==> config.mk <==
export PLATFORM = sky130hd
export DESIGN_NAME = mips_multicycle_ctrl
export DESIGN_NICKNAME = d
export VERILOG_FILES = /design/src/rtl/mips_pkg.sv /design/src/rtl/alu_decoder.sv /design/src/rtl/mips_multicycle_ctrl.sv
export SDC_FILE = /design/constraint.sdc
export NUM_CORES = 1
export LEC_CHECK = 0
export BUFFER_PORTS_ARGS = -buffer_cell sky130_fd_sc_hd__buf_2
export CAP_MARGIN = 0
export CORE_MARGIN = 2
export CORE_UTILIZATION = 43
export CTS_CLUSTER_SIZE = 24
export DETAILED_ROUTE_END_ITERATION = 10
export PLACE_DENSITY = 0.78
export SYNTH_ARGS = -nofsm -noshare
export SYNTH_HDL_FRONTEND = slang
export SYNTH_SLANG_ARGS = --single-unit
==> constraint.sdc <==
create_clock -name clk -period 1.4 [get_ports clk]
set_input_delay 0.14 -clock clk [delete_from_list [all_inputs] [get_ports clk]]
set_output_delay 0.14 -clock clk [all_outputs]
set_load 0.05 [all_outputs]
==> src/rtl/mips_pkg.sv <==
// Shared encodings for the MIPS control path: opcodes, functs, ALU ops,
// multicycle FSM states and datapath mux selects.
package mips_pkg;

  localparam logic [5:0] OP_RTYPE = 6'b000000;
  localparam logic [5:0] OP_J     = 6'b000010;
  localparam logic [5:0] OP_BEQ   = 6'b000100;
  localparam logic [5:0] OP_ADDI  = 6'b001000;
  localparam logic [5:0] OP_LW    = 6'b100011;
  localparam logic [5:0] OP_SW    = 6'b101011;

  localparam logic [5:0] FN_ADD = 6'b100000;
  localparam logic [5:0] FN_SUB = 6'b100010;
  localparam logic [5:0] FN_AND = 6'b100100;
  localparam logic [5:0] FN_OR  = 6'b100101;
  localparam logic [5:0] FN_NOR = 6'b100111;
  localparam logic [5:0] FN_SLT = 6'b101010;

  localparam logic [3:0] ALU_AND = 4'b0000;
  localparam logic [3:0] ALU_OR  = 4'b0001;
  localparam logic [3:0] ALU_ADD = 4'b0010;
  localparam logic [3:0] ALU_SUB = 4'b0110;
  localparam logic [3:0] ALU_SLT = 4'b0111;
  localparam logic [3:0] ALU_NOR = 4'b1100;

  typedef enum logic [3:0] {
    ST_FETCH  = 4'd0,
    ST_DECODE = 4'd1,
    ST_MEMADR = 4'd2,
    ST_MEMRD  = 4'd3,
    ST_MEMWB  = 4'd4,
    ST_MEMWR  = 4'd5,
    ST_EXEC   = 4'd6,
    ST_ALUWB  = 4'd7,
    ST_BRANCH = 4'd8,
    ST_ADDIEX = 4'd9,
    ST_ADDIWB = 4'd10,
    ST_JUMP   = 4'd11
  } state_t;

  localparam logic       SRC_A_PC       = 1'b0;
  localparam logic       SRC_A_REG      = 1'b1;
  localparam logic [1:0] SRC_B_REG      = 2'b00;
  localparam logic [1:0] SRC_B_FOUR     = 2'b01;
  localparam logic [1:0] SRC_B_IMM      = 2'b10;
  localparam logic [1:0] SRC_B_IMM_SH2  = 2'b11;

  localparam logic [1:0] PC_SRC_ALU     = 2'b00;
  localparam logic [1:0] PC_SRC_ALUOUT  = 2'b01;
  localparam logic [1:0] PC_SRC_JUMP    = 2'b10;

  localparam logic       ADDR_PC        = 1'b0;
  localparam logic       ADDR_ALUOUT    = 1'b1;
  localparam logic       REG_DST_RT     = 1'b0;
  localparam logic       REG_DST_RD     = 1'b1;
  localparam logic       WB_ALUOUT      = 1'b0;
  localparam logic       WB_MDR         = 1'b1;

endpackage

==> src/rtl/alu_decoder.sv <==
// R-type funct field to ALU op translation; shared with the single-cycle control.
module alu_decoder
  import mips_pkg::*;
(
  input  logic [5:0] funct,
  output logic [3:0] alu_op,
  output logic       funct_valid
);

  // Unknown functs fall back to ADD so the datapath sees a harmless operation.
  always_comb begin
    alu_op      = ALU_ADD;
    funct_valid = 1'b1;
    case (funct)
      FN_ADD:  alu_op = ALU_ADD;
      FN_SUB:  alu_op = ALU_SUB;
      FN_AND:  alu_op = ALU_AND;
      FN_OR:   alu_op = ALU_OR;
      FN_NOR:  alu_op = ALU_NOR;
      FN_SLT:  alu_op = ALU_SLT;
      default: funct_valid = 1'b0;
    endcase
  end

endmodule

==> src/rtl/mips_multicycle_ctrl.sv <==
// Multicycle MIPS control FSM: sequences fetch/decode/execute/memory/writeback
// and drives every datapath select and strobe.
module mips_multicycle_ctrl
  import mips_pkg::*;
#(
  parameter int ALU_OP_W     = 4,
  parameter bit TRAP_ILLEGAL = 1'b1
) (
  input  logic                clk,
  input  logic                rst_n,
  input  logic [5:0]          opcode,
  input  logic [5:0]          funct,
  input  logic                zf,
  output logic [ALU_OP_W-1:0] alu_op,
  output logic                alu_src_a,
  output logic [1:0]          alu_src_b,
  output logic [1:0]          pc_src,
  output logic                pc_en,
  output logic                i_or_d,
  output logic                mem_read,
  output logic                mem_write,
  output logic                ir_write,
  output logic                reg_dst,
  output logic                mem_to_reg,
  output logic                reg_write,
  output logic                illegal,
  output logic [3:0]          state_dbg
);

  state_t     state_q, state_d;
  logic [3:0] dec_alu_op;
  logic       dec_funct_valid;

  alu_decoder u_alu_decoder (
    .funct       (funct),
    .alu_op      (dec_alu_op),
    .funct_valid (dec_funct_valid)
  );

  always_ff @(posedge clk) begin
    if (!rst_n) state_q <= ST_FETCH;
    else        state_q <= state_d;
  end

  always_comb begin
    state_d    = ST_FETCH;
    alu_op     = ALU_ADD;
    alu_src_a  = SRC_A_PC;
    alu_src_b  = SRC_B_REG;
    pc_src     = PC_SRC_ALU;
    pc_en      = 1'b0;
    i_or_d     = ADDR_PC;
    mem_read   = 1'b0;
    mem_write  = 1'b0;
    ir_write   = 1'b0;
    reg_dst    = REG_DST_RT;
    mem_to_reg = WB_ALUOUT;
    reg_write  = 1'b0;
    illegal    = 1'b0;

    case (state_q)
      ST_FETCH: begin
        mem_read  = 1'b1;
        ir_write  = 1'b1;
        alu_src_b = SRC_B_FOUR;
        pc_en     = 1'b1;
        state_d   = ST_DECODE;
      end
      ST_DECODE: begin
        // Speculatively form the branch target; BRANCH consumes it from ALUOut.
        alu_src_b = SRC_B_IMM_SH2;
        case (opcode)
          OP_LW, OP_SW: state_d = ST_MEMADR;
          OP_RTYPE:     state_d = ST_EXEC;
          OP_BEQ:       state_d = ST_BRANCH;
          OP_ADDI:      state_d = ST_ADDIEX;
          OP_J:         state_d = ST_JUMP;
          default: begin
            state_d = ST_FETCH;
            illegal = TRAP_ILLEGAL;
          end
        endcase
      end
      ST_MEMADR: begin
        alu_src_a = SRC_A_REG;
        alu_src_b = SRC_B_IMM;
        state_d   = (opcode == OP_LW) ? ST_MEMRD : ST_MEMWR;
      end
      ST_MEMRD: begin
        i_or_d   = ADDR_ALUOUT;
        mem_read = 1'b1;
        state_d  = ST_MEMWB;
      end
      ST_MEMWB: begin
        mem_to_reg = WB_MDR;
        reg_write  = 1'b1;
      end
      ST_MEMWR: begin
        i_or_d    = ADDR_ALUOUT;
        mem_write = 1'b1;
      end
      ST_EXEC: begin
        alu_src_a = SRC_A_REG;
        alu_op    = dec_alu_op;
        if (dec_funct_valid) begin
          state_d = ST_ALUWB;
        end else begin
          state_d = ST_FETCH;
          illegal = TRAP_ILLEGAL;
        end
      end
      ST_ALUWB: begin
        reg_dst   = REG_DST_RD;
        reg_write = 1'b1;
      end
      ST_BRANCH: begin
        alu_src_a = SRC_A_REG;
        alu_op    = ALU_SUB;
        pc_src    = PC_SRC_ALUOUT;
        pc_en     = zf;
      end
      ST_ADDIEX: begin
        alu_src_a = SRC_A_REG;
        alu_src_b = SRC_B_IMM;
        state_d   = ST_ADDIWB;
      end
      ST_ADDIWB: begin
        reg_write = 1'b1;
      end
      ST_JUMP: begin
        pc_src = PC_SRC_JUMP;
        pc_en  = 1'b1;
      end
      default: state_d = ST_FETCH;
    endcase

    // Reset masks everything so an aborted instruction leaves no partial writes.
    if (!rst_n) begin
      alu_op     = ALU_ADD;
      alu_src_a  = 1'b0;
      alu_src_b  = 2'b00;
      pc_src     = 2'b00;
      pc_en      = 1'b0;
      i_or_d     = 1'b0;
      mem_read   = 1'b0;
      mem_write  = 1'b0;
      ir_write   = 1'b0;
      reg_dst    = 1'b0;
      mem_to_reg = 1'b0;
      reg_write  = 1'b0;
      illegal    = 1'b0;
      state_d    = ST_FETCH;
    end
  end

  assign state_dbg = state_q;

endmodule

==> results of run 1 <==
## kinds of logic after synthesis
kind of cell,synth area share [%]
and+or+nand+nor,50.5
DFF,12.3
buffers and inverters,8.25
xor gates and xnor gates,2.69
AOI/OAI and AO/OA,26.3
## per-stage QoR
stage	area, um2	TNS (ns)
3_5_place_dp	1180	-0.355
2_1_floorplan	883	-1.80
3_3_place_gp	1180	-0.118
==> impl_metrics.csv, run 1 <==
group,metric,value,unit
status,outcome,"aborted with a tool error",
status,stop_stage,"clock tree synthesis",
status,error,"[ERROR DPL-0033] detailed placement checks failed during check placement.",
synth,synth.distinct_cells,39,
clock_tree,htreeDepth,1,
die,ioPinCount,37,
synth,yosys-top-cells-count,"nand2_1 (10), nor2_1 (10), a21oi_1 (8), nor3_1 (8), nand2b_1 (6)",
clock_tree,hold_buffers,0,
synth,ys_async_sr_fraction,0,%
placed_design,dpl.hpwl,1.83,mm
synth,yosys.area.top_type_share,12.3,%
synth,synth_ff_type,"dfxtp_1",
synth,synthTopCellsByArea,"dfxtp_1 (12%), a21oi_1 (6.1%), nor3_1 (6.1%)",
synth,syn_nets,114,
synth,syn_inst,99,
synth,ys_seq_elements,4,
placed_design,post-place-cells,165,
synth,synth_top_cell_by_area,"dfxtp_1",
die,die_y,42.9,um
die,dieWidth,42.9,um
synth,syn_area_per_cell,6.58,um2
die,fp-row-count,14,
synth,syn-cell-area,652,um2
placed_design,io_buffer_count,36,
placed_design,pre_cts_slack,-0.0952,ns
clock_tree,post-cts-setup-buffers,3,
synth,yosysSeqAreaShare,12.3,%
clock_tree,cts_buffer_depth,2,
clock_tree,cts_buffers,3,
synth,synth_edf_count,0,
clock_tree,clock_sinks,4,
die,initial_core_util,44.8,%
clock_tree,root_buffer,"clkbuf_4",
placed_design,gp_routability_congestion,0.857,
synth,yosysWarnings,0,
clock_tree,cts_resized,55,
==> run 2: changes to the inputs <==
CORE_AREA = 2 2 63 65   (was default)
CORE_MARGIN = default   (was 2)
CORE_UTILIZATION = default   (was 43)
CTS_CLUSTER_SIZE = default   (was 24)
DIE_AREA = 0 0 65 67   (was default)
PLACE_DENSITY = default   (was 0.78)
PLACE_DENSITY_LB_ADDON = 0.15   (was default)
==> run 2 against run 1 <==
Net effect: synthesized area stayed put; synthesized cell count stayed put; the flow now finishes, with violations (negative setup slack).
==> impl_metrics.csv, run 2 <==
group,metric,value,unit
clock_tree,clkLatencyLatePin,0.22,ns
pwr,p_clk_share,34.1,%
pwr,p_per_area,450,nW/um2
clock_tree,cts_buffer_depth,2,
layout,layout-drive-gt1-share,68.8,%
placed_design,dpl.hpwl,2.08,mm
drt,drtIter0Drc,20,
synth,yosysSeqAreaShare,12.3,%
global_routing,grt_max_degree,15,
pwr,design_power_total,722,uW
clock_tree,cts_buffers,3,
sta,layout_setup_ws,-0.120,ns
pwr,p_int,452,uW
pwr,power.leakage,0.633,nW
clock_tree,cts_tree,"done",
critical_path,worstSetupStartpointType,"register",
synth,syn_inst,99,
global_routing,grt_overflow_total,0,
die,dieWidth,65,um
drt,viasPerCell,4.71,
synth,synth_edf_count,0,
pwr,switching_share,37.4,%
clock_tree,htreeDepth,1,
critical_path,endpoint,"alu_op[0]",
global_routing,grt.total_usage,13.9,%
critical_path,end_kind,"output pin",
sta,worstMarginPinSlew,0.273,ns
synth,ys_async_sr_fraction,0,%
synth,syn_area_per_cell,6.58,um2
critical_path,worstSetupPathType,"register to output pin",
status,outcome,"complete, but fails checks",
global_routing,antenna_found_initial,0,
layout,insertedDiodeCount,0,
critical_path,r2r-start,"state_dbg[2]$_SDFF_PN0_",
sta,grt_setup_unrepaired,"true",
drt,drtPass1Iterations,4,
drt,wl_per_cell,13.4,um
layout,final_cell_mix,"buf_4 (21), buf_2 (18), buf_6 (16)",
synth,syn-cell-area,652,um2
layout,fill_cells,369,
critical_path,reg2reg_to,"state_dbg[2]$_SDFF_PN0_",
layout,areaGrowthSynthToFinish,146,%
synth,yosys.area.top_type_share,12.3,%
die,initial_core_util,18.1,%
clock_tree,hold_buffers,0,
placed_design,gp_routability_congestion,0.795,
global_routing,grt_pass1_wl,4.71,mm
global_routing,grt_pass1_vias,1019,
die,die_y,67,um
clock_tree,root_buffer,"clkbuf_8",
synth,yosys-top-cells-count,"nand2_1 (10), nor2_1 (10), a21oi_1 (8), nor3_1 (8), nand2b_1 (6)",
synth,syn_nets,114,
sta,hold_viol,0,
die,core,3610,um2
synth,synth_ff_type,"dfxtp_1",
placed_design,io_buffer_count,36,
critical_path,crit_path_start,"state_dbg[1]$_SDFF_PN0_",
clock_tree,clock_sinks,4,
status,failed_checks,"negative setup slack",
critical_path,slowest_delay,0.36,ns
min_path,min_path_type,"input pin to register",
clock_tree,clk_pin_slew,0.03,ns
job,cap_violations,0,
die,fp-row-count,22,
pwr,power_frac_seq,16.7,%
critical_path,cpMaxStageDelayCell,"dfxtp_4",
drt,wirelength,2.78,mm
sta,slew_headroom,81.8,%
sta,drv_slew,0,
layout,nNetsFinal,177,
layout,mostFrequentLayoutCell,"buf_4",
synth,ys_seq_elements,4,
sta,period_share,109,%
sta,fmax,658,MHz
drt,num_vias,979,
layout,largest_register_ffs,4,
die,die_area,4360,um2
drt,drc,0,
drt,drt.antenna.violating_nets,0,
critical_path,path_cells,"nor2b_4 > nand3_4 > buf_4 > nor3_4 > buf_6",
synth,yosysWarnings,0,
sta,setup_viol,14,
critical_path,reg2reg_depth,6,
critical_path,path_max_fanout,4,
pwr,peakVddDrop,0.184,mV
synth,synth.distinct_cells,39,
critical_path,critPathRequiredTime,1.26,ns
synth,synthTopCellsByArea,"dfxtp_1 (12%), a21oi_1 (6.1%), nor3_1 (6.1%)",
placed_design,post-place-cells,200,
sta,clock-skew-final,0.00304,ns
synth,synth_top_cell_by_area,"dfxtp_1",
critical_path,reg2reg_slack,0.01,ns
die,ioPinCount,37,
critical_path,cp_data_arrival_time,1.38,ns
layout,final_cells,208,
pwr,pwr-share-comb,49.2,%
sta,finalCriticalPeriod,1.52,ns
pwr,power.switching,270,uW
==> run 2: cell counts after synthesis <==
Identical to the previous run, type by type.
==> run 2: routing by layer <==
metal  GRT usage (%)  up-vias  wire length, um
li1                -      490                -
met1            16.3      464             1140
met2            26.2       25             1550
met3            1.52        0               93
met4            4.79        0                0
met5               0        -                0
==> run 2: logic make-up (layout without fill, tap and decap cells) <==
kind of cell / count (synthesis) / count (layout) / synth area share, %
XOR/XNOR: 2 / 2 / 2.69
buffers and inverters: 10 / 71 / 8.25
AND/OR/NAND/NOR: 57 / 57 / 50.5
flip-flops: 4 / 4 / 12.3
AO/OA/AOI/OAI: 26 / 26 / 26.3
==> run 2: what timing repair did <==
item | 4_1_cts | 5_1_grt
pin swaps | 10 | 3
setup buffers | 2 | 2
gates resized for setup | 68 | 13
setup endpoints to repair | 19 | 21
gates cloned | 1 | 0
==> run 2: through the flow <==
stage                     hold slack, ns  setup WS, ns  setup TNS [ns]  util (%)  instance area (um2)
final                              0.317        -0.120          -0.953      44.5                 1610
after global routing               0.344        -0.193           -1.93      44.5                 1610
after CTS                          0.317        -0.137           -1.22      42.5                 1530
after detailed placement           0.537       -0.0890          -0.423      33.7                 1210
after global placement             0.526       -0.0746          -0.415      33.7                 1210
after floorplan                    0.330        -0.371           -1.80         -                  883
==> run 2: layout make-up <==
type | instances | area [um2] | share of cell area, %
multi-input cells | 85 | 802 | 50.0
clock buffers | 3 | 41.3 | 2.57
inverters | 3 | 11.3 | 0.701
well taps | 48 | 60.1 | 3.74
repair buffers | 65 | 596 | 37.1
flip-flops and latches | 4 | 95.1 | 5.92
==> run 2: worst min path at each step <==
| stage | startpoint | end | slack [ns] | cells past startpoint |
|---|---|---|---|---|
| 2_1_floorplan | opcode[1] | state_dbg[2]$_SDFF_PN0_ | 0.33 | 2 |
| 3_3_place_gp | opcode[1] | state_dbg[2]$_SDFF_PN0_ | 0.53 | 3 |
| 3_5_place_dp | opcode[2] | state_dbg[0]$_SDFF_PN0_ | 0.54 | 4 |
| 4_1_cts | opcode[1] | state_dbg[2]$_SDFF_PN0_ | 0.32 | 3 |
| 5_1_grt | opcode[1] | state_dbg[2]$_SDFF_PN0_ | 0.34 | 3 |
| 6_report | opcode[1] | state_dbg[2]$_SDFF_PN0_ | 0.32 | 3 |
==> run 2: power by group through the flow <==
| stage | clock, mW | combinational, mW | sequential (mW) |
|---|---|---|---|
| 5_1_grt | 0.265 | 0.380 | 0.121 |
| 6_report | 0.246 | 0.355 | 0.121 |
| 4_1_cts | 0.245 | 0.344 | 0.121 |
| 2_1_floorplan | 0 | 0.186 | 0.130 |
| 3_3_place_gp | 0 | 0.280 | 0.117 |
| 3_5_place_dp | 0 | 0.284 | 0.117 |
==> run 2: critical path, delay by kind of cell (launching register included) <==
| family | cells | cell delay [ns] |
|---|---|---|
| simple gates | 3 | 0.46 |
| flops | 1 | 0.36 |
| buf+inv | 2 | 0.35 |
Power figures use the tool's default switching activity.
==> run 3: changes to the inputs <==
PLACE_DENSITY = 0.36   (was default)
PLACE_DENSITY_LB_ADDON = default   (was 0.15)
==> run 3 against run 2 <==
Net effect: the run still ends with negative setup slack left; routed wire length up 1.0%; worst hold slack worse by 0.0040 ns; cell count up 1.9%; clock skew down 0.0023 ns; final area up 2.7%; utilization up 1.2 points; die area unchanged; non-clock buffer count up 4; via count up 0.10%; critical path type unchanged; largest power group unchanged.
==> impl_metrics.csv, run 3 (synthesis results as in run 2) <==
group,metric,value,unit
die,core,3610,um2
critical_path,worstSetupStartpointType,"register",
critical_path,cp_data_arrival_time,1.38,ns
drt,drt.antenna.violating_nets,0,
clock_tree,clock_sinks,4,
pwr,p_per_area,442,nW/um2
min_path,min_path_type,"input pin to register",
critical_path,critPathRequiredTime,1.26,ns
sta,drv_slew,0,
drt,drtPass1Iterations,4,
critical_path,cpMaxStageDelayCell,"dfxtp_4",
drt,drc,0,
job,cap_violations,0,
placed_design,io_buffer_count,36,
layout,seq_area,95.1,um2
global_routing,grt_max_degree,11,
critical_path,slowest_delay,0.35,ns
status,outcome,"complete, but fails checks",
drt,wirelength,2.81,mm
global_routing,grt.total_usage,14.0,%
layout,multi_input_area,803,um2
clock_tree,hold_buffers,0,
sta,period_share,109,%
critical_path,reg2reg_slack,0,ns
layout,layout-drive-gt1-share,69.5,%
sta,hold_viol,0,
sta,setup_tns,-1.03,ns
layout,mostFrequentLayoutCell,"buf_4",
sta,slew_headroom,80.1,%
die,ioPinCount,37,
global_routing,grt_pass1_wl,4.69,mm
sta,clock-skew-final,0.000744,ns
layout,fill_cells,355,
sta,grt_setup_unrepaired,"true",
die,die_area,4360,um2
clock_tree,cts_buffer_depth,2,
critical_path,path_cells,"nor2b_4 > nand3_4 > nor2_4 > and4_4 > buf_8",
layout,final_cells,212,
critical_path,end_kind,"output pin",
clock_tree,htreeDepth,1,
drt,wl_per_cell,13.3,um
sta,setup_viol,16,
pwr,power.leakage,0.648,nW
critical_path,cp_top_family,"simple AND/OR/NAND/NOR gates",
pwr,peakVddDrop,0.197,mV
layout,insertedDiodeCount,0,
layout,final_cell_mix,"buf_4 (21), buf_6 (20), buf_2 (18)",
placed_design,gp_routability_congestion,0.792,
drt,drtIter0Drc,16,
sta,layout_setup_ws,-0.124,ns
drt,num_vias,980,
sta,worstMarginPinSlew,0.297,ns
clock_tree,cts_buffers,3,
global_routing,grt_overflow_total,0,
die,initial_core_util,18.1,%
die,die_y,67,um
critical_path,worstSetupPathType,"register to output pin",
clock_tree,clkLatencyLatePin,0.22,ns
clock_tree,cts_tree,"done",
placed_design,post-place-cells,205,
sta,finalCriticalPeriod,1.52,ns
die,fp-row-count,22,
layout,areaGrowthSynthToFinish,153,%
clock_tree,clk_pin_slew,0.03,ns
sta,holdWs,0.313,ns
placed_design,dpl.hpwl,2.15,mm
critical_path,crit_buf_inv,1,
sta,fmax,656,MHz
global_routing,antenna_found_initial,0,
status,failed_checks,"negative setup slack",
clock_tree,root_buffer,"clkbuf_8",
critical_path,path_max_fanout,3,
drt,viasPerCell,4.62,
global_routing,grt_pass1_vias,979,
die,dieWidth,65,um
layout,largest_register_ffs,4,
layout,nNetsFinal,181,
[run 3: cell count changes in the layout (fill, tap and decap cells not counted), moves of 2 or more]
cell and delta:
buf_12 +2, nand2_1 +2, buf_6 +4, nor2_4 -2, nor2_2 +2, nand2_2 -2
[run 3: per-stage QoR]
step           total power [mW]  utilization (%)  cell area (um2)  setup WS, ns
2_1_floorplan             0.316                -              883        -0.371
3_3_place_gp              0.409             34.7             1250       -0.0828
3_5_place_dp              0.409             34.7             1250       -0.0646
4_1_cts                   0.727             44.0             1590        -0.142
5_1_grt                   0.766             45.7             1650        -0.191
6_report                  0.728             45.7             1650        -0.124
[run 3: where the power goes]
group / total [mW] / switching [mW] / internal, mW
combinational: 0.361 / 0.201 / 0.160
clock: 0.249 / 0.0651 / 0.184
sequential: 0.118 / 0.00518 / 0.113
total: 0.728 / 0.271 / 0.457
[run 3: repair_timing]
item / in CTS / in global routing
endpoints found under the hold margin: 0 / 0
setup endpoints to repair: 21 / 21
gates resized for setup: 73 / 13
pin swaps: 10 / 6
buffers inserted: 4 / 0
[run 3: final cells by class]
cell class,count,share of cell area [%]
Sequential cell,4,5.77
Clock buffer,3,2.50
Multi-Input combinational cell,85,48.7
Tap cell,48,3.64
Timing Repair Buffer,69,38.7
Inverter,3,0.683
[run 3: worst reg2reg max path: stages, from the launching register on]
cell	delay [ns]
dfxtp_4	0.33
buf_6	0.12
buf_4	0.16
nor2_2	0.12
nand2_1	0.08
or3_1	0.35
a31oi_1	0.15
[run 3: worst paths after layout]
| path | from | to | cells past startpoint |
|---|---|---|---|
| setup / recovery | state_dbg[1]$_SDFF_PN0_ | alu_op[3] | 5 |
| hold / removal | opcode[1] | state_dbg[2]$_SDFF_PN0_ | 3 |
| setup reg to reg | state_dbg[2]$_SDFF_PN0_ | state_dbg[2]$_SDFF_PN0_ | 6 |
| hold reg to reg | state_dbg[3]$_SDFF_PN0_ | state_dbg[0]$_SDFF_PN0_ | 4 |
[run 3: metal layers]
layer / part of all wire [%] / up-vias / global-route usage [%]
met4: 0.89 / 0 / 3.99
met1: 44 / 451 / 17.6
met3: 4.7 / 5 / 3.21
met2: 51 / 29 / 24.0
li1: - / 495 / -
met5: 0 / - / 0
==> run 4: changes to the inputs <==
ABC_AREA = 1   (was default)
PLACE_DENSITY = 0.35   (was 0.36)
==> run 4 against run 3 <==
Net effect: the run still ends with negative setup slack left; total power fell by 13%; sequential share of layout area rose by 0.24 points; sequential power barely moved; critical path type unchanged; critical endpoint is now alu_op[1].
==> impl_metrics.csv, run 4 <==
group,metric,value,unit
pwr,peakVddDrop,0.143,mV
die,core,3610,um2
synth,yosys.area.top_type_share,15.3,%
layout,nNetsFinal,209,
die,die_area,4360,um2
clock_tree,cts_tree,"done",
clock_tree,clk_pin_slew,0.03,ns
synth,yosysSeqAreaShare,13.1,%
die,fp-row-count,22,
layout,largest_register_ffs,4,
global_routing,grt_pass1_wl,4.24,mm
job,cap_violations,0,
critical_path,reg2reg_depth,9,
sta,grt_setup_unrepaired,"true",
die,ioPinCount,37,
sta,layout_setup_ws,-0.250,ns
synth,synth_ff_type,"dfxtp_1",
drt,viasPerCell,4.32,
clock_tree,clkLatencyLatePin,0.22,ns
layout,final_cell_mix,"buf_4 (24), buf_6 (21), nand2_1 (20)",
pwr,p_per_area,399,nW/um2
layout,fin_util,43.9,%
sta,finalCriticalPeriod,1.65,ns
pwr,power.leakage,0.764,nW
synth,ys_async_sr_fraction,0,%
critical_path,end_kind,"output pin",
critical_path,reg2reg_slack,0.04,ns
critical_path,r2r-start,"state_dbg[2]$_SDFF_PN0_",
min_path,min_path_type,"input pin to register",
sta,slew_headroom,74.7,%
drt,drtIter0Drc,17,
placed_design,dpl.hpwl,2.04,mm
synth,ys_seq_elements,4,
synth,syn_area_per_cell,5.11,um2
critical_path,reg2reg_to,"state_dbg[2]$_SDFF_PN0_",
min_path,min_to,"state_dbg[1]$_SDFF_PN0_",
synth,synth_top_cell_by_area,"nand2_1",
synth,syn_nets,135,
min_path,hold_path_depth,3,
critical_path,worstSetupPathType,"register to output pin",
die,die_y,67,um
sta,setup_viol,14,
critical_path,cp_data_arrival_time,1.51,ns
sta,worstMarginPinSlew,0.378,ns
sta,fmax,606,MHz
global_routing,grt_max_degree,11,
placed_design,gp_routability_congestion,0.744,
critical_path,path_max_fanout,4,
die,dieWidth,65,um
drt,num_vias,1036,
synth,yosysWarnings,0,
drt,wl_per_cell,10.5,um
clock_tree,root_buffer,"clkbuf_8",
synth,yosys-top-cells-count,"nand2_1 (25), nor2_1 (25), inv_1 (21), nand3_1 (10), nand4_1 (7)",
layout,mostFrequentLayoutCell,"buf_4",
sta,hold_viol,0,
clock_tree,hold_buffers,0,
global_routing,grt_pass1_vias,1037,
placed_design,place_area,1240,um2
layout,areaGrowthSynthToFinish,158,%
synth,synthTopCellsByArea,"nand2_1 (15%), nor2_1 (15%), dfxtp_1 (13%)",
drt,drtPass1Iterations,4,
sta,period_share,118,%
sta,clock-skew-final,0.00161,ns
clock_tree,cts_buffer_depth,2,
status,failed_checks,"negative setup slack",
synth,syn-cell-area,613,um2
layout,final_cell_area,1580,um2
drt,drc,0,
synth,synth.distinct_cells,24,
clock_tree,htreeDepth,1,
min_path,hold_start,"rst_n",
layout,layout-drive-gt1-share,62.5,%
clock_tree,clock_sinks,4,
clock_tree,cts_buffers,3,
drt,drt.antenna.violating_nets,0,
die,initial_core_util,17.0,%
sta,drv_slew,0,
synth,synth_edf_count,0,
placed_design,io_buffer_count,36,
status,outcome,"complete, but fails checks",
drt,wirelength,2.51,mm
critical_path,worstSetupStartpointType,"register",
global_routing,grt.total_usage,12.4,%
global_routing,antenna_found_initial,0,
layout,insertedDiodeCount,0,
global_routing,grt_overflow_total,0,
synth,syn_inst,120,
critical_path,critPathRequiredTime,1.26,ns
[run 4: per-stage QoR]
stage / hold WS (ns) / cells / power (mW) / TNS (ns) / worst slack (ns)
final: 0.240 / 240 / 0.632 / -1.90 / -0.250
after floorplan: 0.237 / 120 / 0.263 / -1.27 / -0.348
after global placement: 0.459 / 230 / 0.352 / -0.548 / -0.118
after detailed placement: 0.463 / 230 / 0.353 / -0.637 / -0.144
after CTS: 0.242 / 236 / 0.628 / -1.74 / -0.271
after global routing: 0.263 / 240 / 0.666 / -3.05 / -0.360
[run 4: power by group]
group	leakage [nW]	switching, mW	internal [mW]
Combinational	0.707	0.171	0.104
Clock	0.0216	0.0549	0.183
Sequential	0.0355	0.00559	0.113
[run 4: worst max-delay path, cell delays in order (launching register included)]
cell     delay, ns
dfxtp_4       0.35
inv_2         0.05
nor2_4        0.09
inv_2         0.06
nor2_4        0.13
nand2_4       0.08
inv_2         0.06
nand2_2       0.06
o21ai_2       0.06
buf_4         0.13
nand3_4       0.05
buf_6         0.15
[run 4: how the worst max path moves through the flow]
stage                                  from        end  slack [ns]  cells after the start
floorplan           state_dbg[2]$_SDFF_PN0_  reg_write       -0.35                      6
global placement                   funct[4]  alu_op[0]       -0.12                      8
detailed placement                 funct[4]  alu_op[0]       -0.14                      8
CTS                 state_dbg[2]$_SDFF_PN0_  alu_op[1]       -0.27                     11
global route        state_dbg[1]$_SDFF_PN0_  alu_op[1]       -0.36                     11
finish              state_dbg[1]$_SDFF_PN0_  alu_op[1]       -0.25                     11
[run 4: cells by family after synthesis]
group                  Yosys count  synth area share, %
AOI/OAI and AO/OA               13                 13.1
buffers and inverters           25                 15.3
and+or+nand+nor                 78                 58.6
DFF                              4                 13.1
[run 4: final cells by class]
type                    instances  area, um2
fillers                       383       2020
multi-input cells              91        671
repair buffers                 70        622
flip-flops and latches          4       95.1
inverters                      24       95.1
well taps                      48       60.1
clock buffers                   3       41.3
[run 4: repair_timing]
action / in CTS / in global routing
setup endpoints to repair: 18 / 18
pin swaps: 9 / 8
gates resized for setup: 62 / 11
buffers inserted: 3 / 5
[run 4: layer usage]
layer	share of wire, %	global-route usage (%)	vias up	wire, um
met4	0.80	3.19	0	20
met5	0	0	-	0
met3	3.9	1.35	3	97
met1	39	13.1	464	985
met2	56	25.5	30	1400
li1	-	-	539	-
